--- src/rtl/mbc_bus_sync_if.sv ---
// Cartridge bus pins and mapper register-write outputs for mbc_bus_sync.
// The master side drives the bus pins; the slave side is the synchronizer.
interface mbc_bus_sync_if;
    logic       n_WR;
    logic       A15;
    logic       A14;
    logic       A13;
    logic [4:0] D;
    logic       REG_WE;
    logic [1:0] REG_SEL;
    logic [4:0] REG_D;
    logic       BUSY;
    logic [7:0] GLITCH_CNT;

    modport master (
        output n_WR, A15, A14, A13, D,
        input  REG_WE, REG_SEL, REG_D, BUSY, GLITCH_CNT
    );

    modport slave (
        input  n_WR, A15, A14, A13, D,
        output REG_WE, REG_SEL, REG_D, BUSY, GLITCH_CNT
    );
endinterface

--- src/rtl/mbc_bus_sync.sv ---
// Cartridge-bus write front end: synchronizes the async pins, qualifies n_WR
// low phases and issues one registered write strobe per valid ROM-area write.
module mbc_bus_sync #(
    parameter int MIN_LOW = 3,
    parameter int CNT_W   = 4
) (
    input logic          CLK,
    input logic          RESET,
    mbc_bus_sync_if.slave bus
);

    typedef enum logic [1:0] {IDLE, COUNT, ARMED, WAIT} state_t;

    state_t     state_q, state_d;
    logic [CNT_W-1:0] cnt_q, cnt_d;
    logic [1:0] aa_q, aa_d;
    logic [4:0] dd_q, dd_d;
    logic       reg_we_q, reg_we_d;
    logic [1:0] reg_sel_q, reg_sel_d;
    logic [4:0] reg_d_q, reg_d_d;
    logic [7:0] glitch_q, glitch_d;

    logic       wr_s1_q, wr_s1_d, wr_s2_q, wr_s2_d;
    logic [2:0] a_s1_q, a_s1_d, a_s2_q, a_s2_d;
    logic [4:0] d_s1_q, d_s1_d, d_s2_q, d_s2_d;

    logic       addr_ok;

    function automatic logic [7:0] sat_inc(input logic [7:0] v);
        return (v == 8'hFF) ? v : v + 8'd1;
    endfunction

    always_comb begin
        wr_s1_d = bus.n_WR;
        wr_s2_d = wr_s1_q;
        a_s1_d  = {bus.A15, bus.A14, bus.A13};
        a_s2_d  = a_s1_q;
        d_s1_d  = bus.D;
        d_s2_d  = d_s1_q;
    end

    // The address must stay in the ROM area and match the one latched at the fall.
    assign addr_ok = !a_s2_q[2] && (a_s2_q[1:0] == aa_q);

    always_comb begin
        state_d   = state_q;
        cnt_d     = cnt_q;
        aa_d      = aa_q;
        dd_d      = dd_q;
        reg_we_d  = 1'b0;
        reg_sel_d = reg_sel_q;
        reg_d_d   = reg_d_q;
        glitch_d  = glitch_q;

        if (!wr_s2_q) dd_d = d_s2_q;

        case (state_q)
            IDLE: begin
                if (!wr_s2_q) begin
                    if (!a_s2_q[2]) begin
                        aa_d    = a_s2_q[1:0];
                        cnt_d   = CNT_W'(1);
                        state_d = (MIN_LOW == 1) ? ARMED : COUNT;
                    end else begin
                        state_d = WAIT;
                    end
                end
            end
            COUNT: begin
                if (wr_s2_q) begin
                    glitch_d = sat_inc(glitch_q);
                    state_d  = IDLE;
                end else if (!addr_ok) begin
                    glitch_d = sat_inc(glitch_q);
                    state_d  = WAIT;
                end else begin
                    cnt_d = cnt_q + CNT_W'(1);
                    if (cnt_d == CNT_W'(MIN_LOW)) state_d = ARMED;
                end
            end
            ARMED: begin
                if (wr_s2_q) begin
                    reg_we_d  = 1'b1;
                    reg_sel_d = aa_q;
                    reg_d_d   = dd_q;
                    state_d   = IDLE;
                end else if (!addr_ok) begin
                    glitch_d = sat_inc(glitch_q);
                    state_d  = WAIT;
                end
            end
            WAIT: begin
                if (wr_s2_q) state_d = IDLE;
            end
            default: state_d = IDLE;
        endcase
    end

    always_ff @(posedge CLK) begin
        if (RESET) begin
            wr_s1_q   <= 1'b1;
            wr_s2_q   <= 1'b1;
            a_s1_q    <= '0;
            a_s2_q    <= '0;
            d_s1_q    <= '0;
            d_s2_q    <= '0;
            state_q   <= IDLE;
            cnt_q     <= '0;
            aa_q      <= '0;
            dd_q      <= '0;
            reg_we_q  <= 1'b0;
            reg_sel_q <= '0;
            reg_d_q   <= '0;
            glitch_q  <= '0;
        end else begin
            wr_s1_q   <= wr_s1_d;
            wr_s2_q   <= wr_s2_d;
            a_s1_q    <= a_s1_d;
            a_s2_q    <= a_s2_d;
            d_s1_q    <= d_s1_d;
            d_s2_q    <= d_s2_d;
            state_q   <= state_d;
            cnt_q     <= cnt_d;
            aa_q      <= aa_d;
            dd_q      <= dd_d;
            reg_we_q  <= reg_we_d;
            reg_sel_q <= reg_sel_d;
            reg_d_q   <= reg_d_d;
            glitch_q  <= glitch_d;
        end
    end

    assign bus.REG_WE     = reg_we_q;
    assign bus.REG_SEL    = reg_sel_q;
    assign bus.REG_D      = reg_d_q;
    assign bus.BUSY       = (state_q != IDLE);
    assign bus.GLITCH_CNT = glitch_q;

endmodule

--- src/flat_wrapper.sv ---
// flat-port wrapper written by rule: the top's interface ports become plain ports
module mbc_bus_sync_flat 
#(
    parameter int MIN_LOW = 3,
    parameter int CNT_W   = 4
)
  (CLK, RESET, bus_n_WR, bus_A15, bus_A14, bus_A13, bus_D, bus_REG_WE, bus_REG_SEL, bus_REG_D, bus_BUSY, bus_GLITCH_CNT);
  mbc_bus_sync_if bus_i ();
  input logic CLK;
  input logic RESET;
  input wire logic [$bits(bus_i.n_WR)-1:0] bus_n_WR;
  input wire logic [$bits(bus_i.A15)-1:0] bus_A15;
  input wire logic [$bits(bus_i.A14)-1:0] bus_A14;
  input wire logic [$bits(bus_i.A13)-1:0] bus_A13;
  input wire logic [$bits(bus_i.D)-1:0] bus_D;
  output wire logic [$bits(bus_i.REG_WE)-1:0] bus_REG_WE;
  output wire logic [$bits(bus_i.REG_SEL)-1:0] bus_REG_SEL;
  output wire logic [$bits(bus_i.REG_D)-1:0] bus_REG_D;
  output wire logic [$bits(bus_i.BUSY)-1:0] bus_BUSY;
  output wire logic [$bits(bus_i.GLITCH_CNT)-1:0] bus_GLITCH_CNT;
  assign bus_i.n_WR = bus_n_WR;
  assign bus_i.A15 = bus_A15;
  assign bus_i.A14 = bus_A14;
  assign bus_i.A13 = bus_A13;
  assign bus_i.D = bus_D;
  assign bus_REG_WE = bus_i.REG_WE;
  assign bus_REG_SEL = bus_i.REG_SEL;
  assign bus_REG_D = bus_i.REG_D;
  assign bus_BUSY = bus_i.BUSY;
  assign bus_GLITCH_CNT = bus_i.GLITCH_CNT;
  mbc_bus_sync #(.MIN_LOW(MIN_LOW), .CNT_W(CNT_W)) u_core (.CLK(CLK), .RESET(RESET), .bus(bus_i));
endmodule
--- config.mk ---
export PLATFORM = sky130hd
export DESIGN_NAME = mbc_bus_sync_flat
export DESIGN_NICKNAME = d
export VERILOG_FILES = /design/src/rtl/mbc_bus_sync_if.sv /design/src/rtl/mbc_bus_sync.sv /design/src/flat_wrapper.sv
export SDC_FILE = /design/constraint.sdc
export NUM_CORES = 1
export LEC_CHECK = 0
export CELL_PAD_IN_SITES_DETAIL_PLACEMENT = 0
export CELL_PAD_IN_SITES_GLOBAL_PLACEMENT = 1
export CORE_MARGIN = 2
export CORE_UTILIZATION = 27
export CTS_CLUSTER_SIZE = 40
export DETAILED_ROUTE_END_ITERATION = 10
export GPL_TIMING_DRIVEN = 0
export PLACE_DENSITY = 0.59
export SLEW_MARGIN = 40
export SYNTH_ARGS = -nofsm -noshare
export SYNTH_HDL_FRONTEND = slang
export SYNTH_SLANG_ARGS = --single-unit
--- constraint.sdc ---
create_clock -name CLK -period 3.4 [get_ports CLK]
set_input_delay 0.68 -clock CLK [delete_from_list [all_inputs] [get_ports CLK]]
set_output_delay 0.68 -clock CLK [all_outputs]
set_load 0.02 [all_outputs]
# Word-level counts from Yosys, hierarchy flattened
# Cells that the tools add are included.
[classes] n_lt_le_gt_ge=0 mux=20 n_addsub=2 n_mul=0 n_eq_ne=14 shifts=0 reduce_logical=12 n_bitwise=3 div_mod_pow=0
[op_table] cell="2-to-1 mux 8 bit" count=4
[op_table] cell="2-to-1 mux 2 bit" count=8
[op_table] cell="2-to-1 mux 4 bit" count=4
[op_table] cell="case mux 8 bit (2 select lines)" count=1
[op_table] cell="adder 8 x 1 -> 8 bit, second input constant" count=1
[op_table] cell="== test 8 bit, second input constant" count=1
[op_table] cell="!= test 2 bit, second input constant" count=4
[op_table] cell="case mux 2 bit (4 select lines)" count=1
[op_table] cell="case mux 4 bit (2 select lines)" count=1
[op_table] cell="nonzero test 2 bit" count=3
[op_table] cell="AND reduction 5 bit" count=1
[op_table] cell="adder 4 x 1 -> 4 bit, second input constant" count=1
[op_table] cell="== test 2 bit, second input constant" count=2
[op_table] cell="== test 4 x 2 -> 1 bit, second input constant" count=1
[op_table] cell="!= test 2 x 1 -> 1 bit, second input constant" count=2
[op_table] cell="!= test 4 x 3 -> 1 bit, second input constant" count=1
[op_table] cell="AND reduction 2 bit" count=2
[op_table] cell="AND reduction 4 bit" count=1
[op_table] cell="!= test 3 x 2 -> 1 bit, second input constant" count=1
[op_table] cell="NOT 1 bit" count=3
[op_table] cell="AND reduction 3 bit" count=1
[op_table] cell="== test 2 x 1 -> 1 bit, second input constant" count=1
[op_table] cell="== test 2 bit" count=1
[op_table] cell="zero test 2 bit" count=1
[op_table] cell="other kinds (4)" count=4
[word_totals] out_inout_bits=17 latch_bits=0 n_memories=0 ram_bits=0 regBits=47 romBits=0 in_bits=11

# Longest topological paths before layout
# Gate-level depths: netlist (run 1).
[depth] depth_word=6 mapped_depth=6 depth_no_buf=6

# Least setup slack after synthesis (run 1)
# Ideal clock, no wire load.
[synth_path] path_type="register to register" startpoint="register u_core.glitch_q[0] (netlist: u_core.bus.GLITCH_CNT[0])" endpoint="register u_core.glitch_q[4] (netlist: u_core.bus.GLITCH_CNT[4])" setup_time_ns=0.117 arrival_ns=1.437 period_less_slack_ns=1.554 n_path_buf=0 path_stages_with_launch=7 setup_slack_ns=1.846 required_ns=3.283 cell_sequence="dfxtp_1 > ha_1 > nand4_1 > o22ai_1 > nor2_1 > nand4_1 > a32o_1"
[synth_between] elab_chain_cells=5
[synth_lines] item="start: declaration" line_no="mbc_bus_sync.sv:21" source="logic [7:0] glitch_q, glitch_d;"
[synth_lines] item="start signal: assignment" line_no="mbc_bus_sync.sv:129" source="glitch_q <= glitch_d;"
[synth_lines] item="adder 8 x 1 -> 8 bit or == test 8 bit (tied branches)" line_no="mbc_bus_sync.sv:30" source="return (v == 8'hFF) ? v : v + 8'd1;"
[synth_lines] item="2-to-1 mux 8 bit *" line_no="mbc_bus_sync.sv:30"
[synth_lines] item="2-to-1 mux 8 bit" line_no="mbc_bus_sync.sv:73, mbc_bus_sync.sv:87"
[synth_lines] item="2-to-1 mux 8 bit, on equally long branches" line_no="mbc_bus_sync.sv:82, mbc_bus_sync.sv:70"
[synth_lines] item="case mux 8 bit (2 select lines) *" line_no="mbc_bus_sync.sv:57" source="case (state_q)"
# Mark *: on every way between the ends. The rest lies on a longest branch, timed or not. The select of a mux whose other input is x is not followed.
# A chain may end at the register's enable or synchronous reset.

# Worst setup path after layout (run 1)
[layout_path] startpoint="register u_core.state_q[0]" endpoint="output port bus_BUSY"
[layout_between] elab_chain_cells=1
[layout_lines] item="start: declaration" line_no="mbc_bus_sync.sv:14" source="state_t state_q, state_d;"
[layout_lines] item="start signal: assignment" line_no="mbc_bus_sync.sv:122" source="state_q <= state_d;"
[layout_lines] item="nonzero test 2 bit" line_no="mbc_bus_sync.sv:136" source="assign bus.BUSY = (state_q != IDLE);"
[layout_lines] item="end: declaration" line_no="flat_wrapper.sv:19" source="output wire logic [$bits(bus_i.BUSY)-1:0] bus_BUSY;"
# No other way between the ends.

==> results.cfg, run 1 <==
[logic_synthesis]
synth_cells = 189
syn_avg_cell_area_um2 = 9.83
ys_seq_area_frac = 0.506
synth_cell_type_count = 39
synth_top_family_by_area = simple AND/OR/NAND/NOR gates
synth_edf_count = 0
synth-compound-area-share = 0.0694
yosys.area.top_type_share = 0.506
synth_flop_cell = dfxtp_1
synth_seq_cells = 47
synth_area_um2 = 1860
synthAdderAreaFrac = 0.0202
async_reset_ff_frac = 0
ys_warn_count = 0
synth-xor-area-share = 0.0316
yosys-top-cells-area = dfxtp_1 (51%), mux2i_1 (6.5%), nor2_1 (5.9%)
muxShareOfSynthArea = 0.0768
synth-simple-area-share = 0.267
synth_nets = 203
synth_top_area_cell = dfxtp_1

[run_status]
status = completed

[cts]
h-tree-depth = 2
clk_latency_ps = 300
cts_sinks = 47
cts-root-buf = clkbuf_8
cts_buffer_depth = 2
post_cts.repair.setup_buffers = 0
numCtsBuffers = 5
cts_hold_buf = 0
cts_tree = built
clk_pin_slew_ps = 90
cts_resized = 0

[grt]
grt_max_degree = 17
grt_pass1_wl_um = 5800
grt.total_usage = 0.0994
grt_pass1_vias = 1192
grt_overflow = 0
antenna_found_initial = 0

[detailed_routing]
dr_total_vias = 1349
routedWlPerCell_um = 11.4
first_pass_iters = 4
antenna_left = 0
drc = 0
wl_um = 3450
first_iter_violations = 65
avgViaCountPerCell = 4.45

[power_and_ir_drop]
swShare = 0.207
power_leakage_nw = 0.908
p_seq_frac = 0.509
clkPwrFrac = 0.441
p_sw_mw = 0.232
peakVddDrop_v = 0.000183
combinationalPowerShare = 0.050
intPower_mw = 0.889
power_density_nw_per_um2 = 475

[critical_path]
startpoint_type = register
crit_type = register to primary output
crit_chain = buf_2 -> or2_2 -> clkdlybuf4s50_1
endpoint_kind = primary output
critPathRequiredTime_ps = 2720
crit_start = u_core.state_q[0]
r2r_setup_slack_ps = 1650
slowest_stage = clkdlybuf4s50_1
regToRegStartpoint = u_core.state_q[0]
max_stage_delay_ps = 540
crit_arrival_ps = 1590
path_max_fanout = 9

[sta]
fin_worst_skew_ps = 8.41
tightest_slew_ps = 507
fmax_mhz = 440
min_period_ps = 2270
slew_viol_final = 0
rsz0062_at_grt = false
slew_headroom = 0.662
setup_viol = 0
setup_tns_ps = 0
fin_crit_sh = 0.668
hold_viol = 0

[placement]
dp_hpwl_um = 2530
gp_congestion = 0.737
port_buffers = 26

[cells_and_area]
layout_commonest_cell = dfxtp_1
final_util = 0.351
nets = 236
drive_gt1_frac = 0.103
n_fill_cell = 688
final_cell_mix = dfxtp_1 (47), nor2_1 (29), clkdlybuf4s50_1 (26)
diodes = 0
syn_to_final_growth_pct = 26.9

[run]
drv_cap = 0

[die]
die-area_um2 = 7560
start_util = 0.277
core_area_um2 = 6720
row_count = 30
die_w_um = 87.0
io_pins = 28
die_h_um = 87.0

[hold_path]
hp-start = u_core.wr_s1_q
min-delay-path-class = register to register
==> stage by stage <==
step | power (mW) | setup slack, ps | hold slack, ps | cells | area, um2
CTS | 1.14 | 1110 | 421 | 303 | 2360
global route | 1.17 | 1070 | 436 | 303 | 2360
floorplan | 0.618 | 1850 | 389 | 189 | 1860
global placement | 0.640 | 1460 | 396 | 295 | 2220
detailed placement | 0.641 | 1450 | 399 | 295 | 2220
finish | 1.12 | 1130 | 417 | 303 | 2360
==> cell families after synthesis <==
group                      Yosys count
xor gates and xnor gates             5
AOI/OAI and AO/OA                   19
and+or+nand+nor                     90
adders and majority gates            3
DFF                                 47
muxes                               14
buffers and inverters               11
==> path summary, 6_finish.rpt <==
| path | depth (start not counted) | to |
|---|---|---|
| max | 3 | bus_BUSY |
| min | 1 | u_core.wr_s2_q |
| max reg2reg | 6 | u_core.bus.GLITCH_CNT[4] |
| min reg2reg | 1 | u_core.wr_s2_q |
==> per-layer routing <==
layer  global-route usage  wire [um]  up-vias
li1                     -          -      708
met5                    0          0        -
met3               0.0265        120        6
met4               0.0469         69        0
met1                0.135       1780      612
met2                0.146       1480       23
==> state kept, by name, indices dropped and copies added (netlist names) <==
name,cells
u_core.a_s1_q,3
u_core.d_s2_q,5
u_core.bus.REG_D,5
u_core.wr_s2_q,1
u_core.bus.REG_WE,1
u_core.state_q,2
u_core.cnt_q,4
u_core.d_s1_q,5
u_core.a_s2_q,3
u_core.aa_q,2
u_core.dd_q,5
u_core.wr_s1_q,1
u_core.bus.REG_SEL,2
u_core.bus.GLITCH_CNT,8
==> Yosys cell counts (2+ instances only) <==
library cell	instances
ha_1	3
a21oi_1	6
inv_1	3
nor3b_1	2
xnor2_1	3
clkbuf_1	5
a31oi_1	3
nand2_1	13
or2_2	4
xor2_2	2
dfxtp_1	47
mux2_1	2
nor3_1	5
nand3_1	7
nor2_1	29
o21a_1	2
mux2i_1	12
nor2b_1	16
nor3_2	2
nand4_1	3
nor4_4	2
==> power groups by stage <==
| stage | clock network, mW | registers [mW] | logic [mW] |
|---|---|---|---|
| after floorplan | 0 | 0.582 | 0.0357 |
| after global placement | 0 | 0.583 | 0.0573 |
| after detailed placement | 0 | 0.583 | 0.0573 |
| after CTS | 0.511 | 0.570 | 0.0575 |
| after global routing | 0.536 | 0.572 | 0.0624 |
| final | 0.495 | 0.570 | 0.0561 |
==> area by class of cell <==
type,instances,area (um2),area share
multi-input combinational,131,863,0.366
buffer,8,42.5,0.0180
timing repair buffer,26,260,0.110
clock inverter,3,71.3,0.0302
inverter,3,11.3,0.00477
sequential,47,941,0.399
clock buffer,5,68.8,0.0292
tap,80,100,0.0424
==> worst max-delay path: cells and delay by family (launching register included) <==
kind / cells / cell delay (ps)
and+or+nand+nor: 1 / 280
buffers and inverters: 2 / 700
DFF: 1 / 310
(Power assumes the default switching activity.)
==> run 2: changes to the inputs <==
--- a/config.mk
+++ b/config.mk
@@ -12,7 +12,7 @@
 export CTS_CLUSTER_SIZE = 40
 export DETAILED_ROUTE_END_ITERATION = 10
 export GPL_TIMING_DRIVEN = 0
-export PLACE_DENSITY = 0.59
+export PLACE_DENSITY = 0.61
 export SLEW_MARGIN = 40
 export SYNTH_ARGS = -nofsm -noshare
 export SYNTH_HDL_FRONTEND = slang
==> constraint.sdc (replaced) <==
create_clock -name CLK -period 1.8 [get_ports CLK]
set_input_delay 0.36 -clock CLK [delete_from_list [all_inputs] [get_ports CLK]]
set_output_delay 0.36 -clock CLK [all_outputs]
set_load 0.02 [all_outputs]
==> results.cfg, run 2 (synthesized netlist as in run 1, its figures left out) <==
[sta]
rsz0062_at_grt = false
min_period_ps = 1740
setup_tns_ps = 0
slew_headroom = 0.659
setup_slack_ps = 63.1
hold_viol = 0
tightest_slew_ps = 512
fin_worst_skew_ps = 3.07
fin_crit_sh = 0.965
slew_viol_final = 0
fmax_mhz = 576
setup_viol = 0

[critical_path]
critical_path_buf_inv_count = 1
timing.rr.end = u_core.bus.GLITCH_CNT[4]
startpoint_type = register
critPathRequiredTime_ps = 1440
endpoint_kind = primary output
crit_chain = clkdlybuf4s50_1
slowest_stage = clkdlybuf4s50_1
crit_arrival_ps = 1380
regToRegStartpoint = u_core.state_q[0]
reg2reg_depth = 6
crit_type = register to primary output
max_stage_delay_ps = 640
r2r_setup_slack_ps = 140
path_max_fanout = 6
critPathTopFamily = buffers and inverters

[cells_and_area]
layout_commonest_cell = dfxtp_1
fin_area_um2 = 2340
diodes = 0
syn_to_final_growth_pct = 25.9
nets = 236
final_util = 0.348
drive_gt1_frac = 0.108
largest_register_ffs = 8
final_cell_mix = dfxtp_1 (47), nor2_1 (28), clkdlybuf4s50_1 (23)

[power_and_ir_drop]
clkPwrFrac = 0.401
intPower_mw = 1.53
power_leakage_nw = 0.934
p_seq_frac = 0.545
peakVddDrop_v = 0.000336
p_sw_mw = 0.442
power_density_nw_per_um2 = 844
combinationalPowerShare = 0.054
swShare = 0.224

[die]
die-area_um2 = 7560
core_area_um2 = 6720
row_count = 30
io_pins = 28
start_util = 0.277
die_w_um = 87.0
die_h_um = 87.0

[detailed_routing]
top_layer = met4
avgViaCountPerCell = 4.43
met2_wirelength_um = 1510
wl_um = 3410
routedWlPerCell_um = 11.2
wl_met1_um = 1680
wl_met3_um = 145
drc = 0
first_iter_violations = 47
antenna_left = 0
dr_total_vias = 1343
first_pass_iters = 4

[placement]
dp_slack_ps = 98.2
dp_hpwl_um = 2460
gp_congestion = 0.726
port_buffers = 26
dpl_cell_area_um2 = 2220

[grt]
grt_pass1_vias = 1195
grt_max_degree = 17
grt.total_usage = 0.0968
grt_overflow = 0
antenna_found_initial = 0
grt_pass1_wl_um = 5580

[hold_path]
holdPathStages = 1
min-delay-path-class = register to register
hp-start = u_core.wr_s1_q
hold_end = u_core.wr_s2_q

[cts]
cts-root-buf = clkbuf_8
numCtsBuffers = 5
clk_pin_slew_ps = 90
cts_hold_buf = 0
clk_latency_ps = 300
cts_buffer_depth = 2
h-tree-depth = 2
cts_tree = built
cts_sinks = 47

[run_status]
status = completed

[run]
drv_cap = 0
[run 2: changes by cell type in the layout (fill, tap and decap cells not counted), sizes merged]
cell / before / now
clkdlybuf4s50: 26 / 23
dlygate4sd2: 0 / 1
clkinvlp: 0 / 1
bufinv: 2 / 1
dlymetal6s2s: 0 / 2
[run 2: layout make-up]
type,count,area (um2)
Buffer,8,42.5
Clock buffer,5,68.8
Clock inverter,3,46.3
Fill cell,671,4380
Inverter,3,11.3
Multi-Input combinational cell,131,866
Sequential cell,47,941
Tap cell,80,100
Timing Repair Buffer,26,264
[run 2: worst max path at each step]
stage                                   from  cells after the start  slack (ps)                  endpoint
global route        u_core.bus.GLITCH_CNT[4]                      1          10         bus_GLITCH_CNT[4]
CTS                 u_core.bus.GLITCH_CNT[2]                      1          40         bus_GLITCH_CNT[2]
finish              u_core.bus.GLITCH_CNT[4]                      1          60         bus_GLITCH_CNT[4]
detailed placement         u_core.state_q[1]                      6         100  u_core.bus.GLITCH_CNT[4]
global placement           u_core.state_q[0]                      6          90  u_core.bus.GLITCH_CNT[4]
floorplan           u_core.bus.GLITCH_CNT[0]                      6         250  u_core.bus.GLITCH_CNT[4]
[run 2: power by group through the flow]
| stage | sequential [mW] | combinational (mW) | clock [mW] |
|---|---|---|---|
| after global routing | 1.08 | 0.118 | 0.865 |
| after floorplan | 1.10 | 0.0674 | 0 |
| after global placement | 1.10 | 0.108 | 0 |
| after detailed placement | 1.10 | 0.108 | 0 |
| final | 1.08 | 0.106 | 0.793 |
| after CTS | 1.08 | 0.108 | 0.818 |
[run 2: layer usage]
metal | up-vias | global-route usage
li1 | 707 | -
met1 | 607 | 0.121
met5 | - | 0
met2 | 23 | 0.148
met3 | 6 | 0.0313
met4 | 0 | 0.0511
[run 2: through the flow]
| stage | hold WS [ps] | std cells | power, mW |
|---|---|---|---|
| floorplan | 389 | 189 | 1.17 |
| global placement | 396 | 295 | 1.21 |
| detailed placement | 400 | 295 | 1.21 |
| CTS | 422 | 303 | 2.00 |
| global route | 439 | 303 | 2.06 |
| finish | 418 | 303 | 1.98 |
[run 2: what timing repair did]
item                                    4_1_cts  5_1_grt
resized for setup                             1        3
endpoints found under the setup margin        1        4
buffers inserted                              0        0
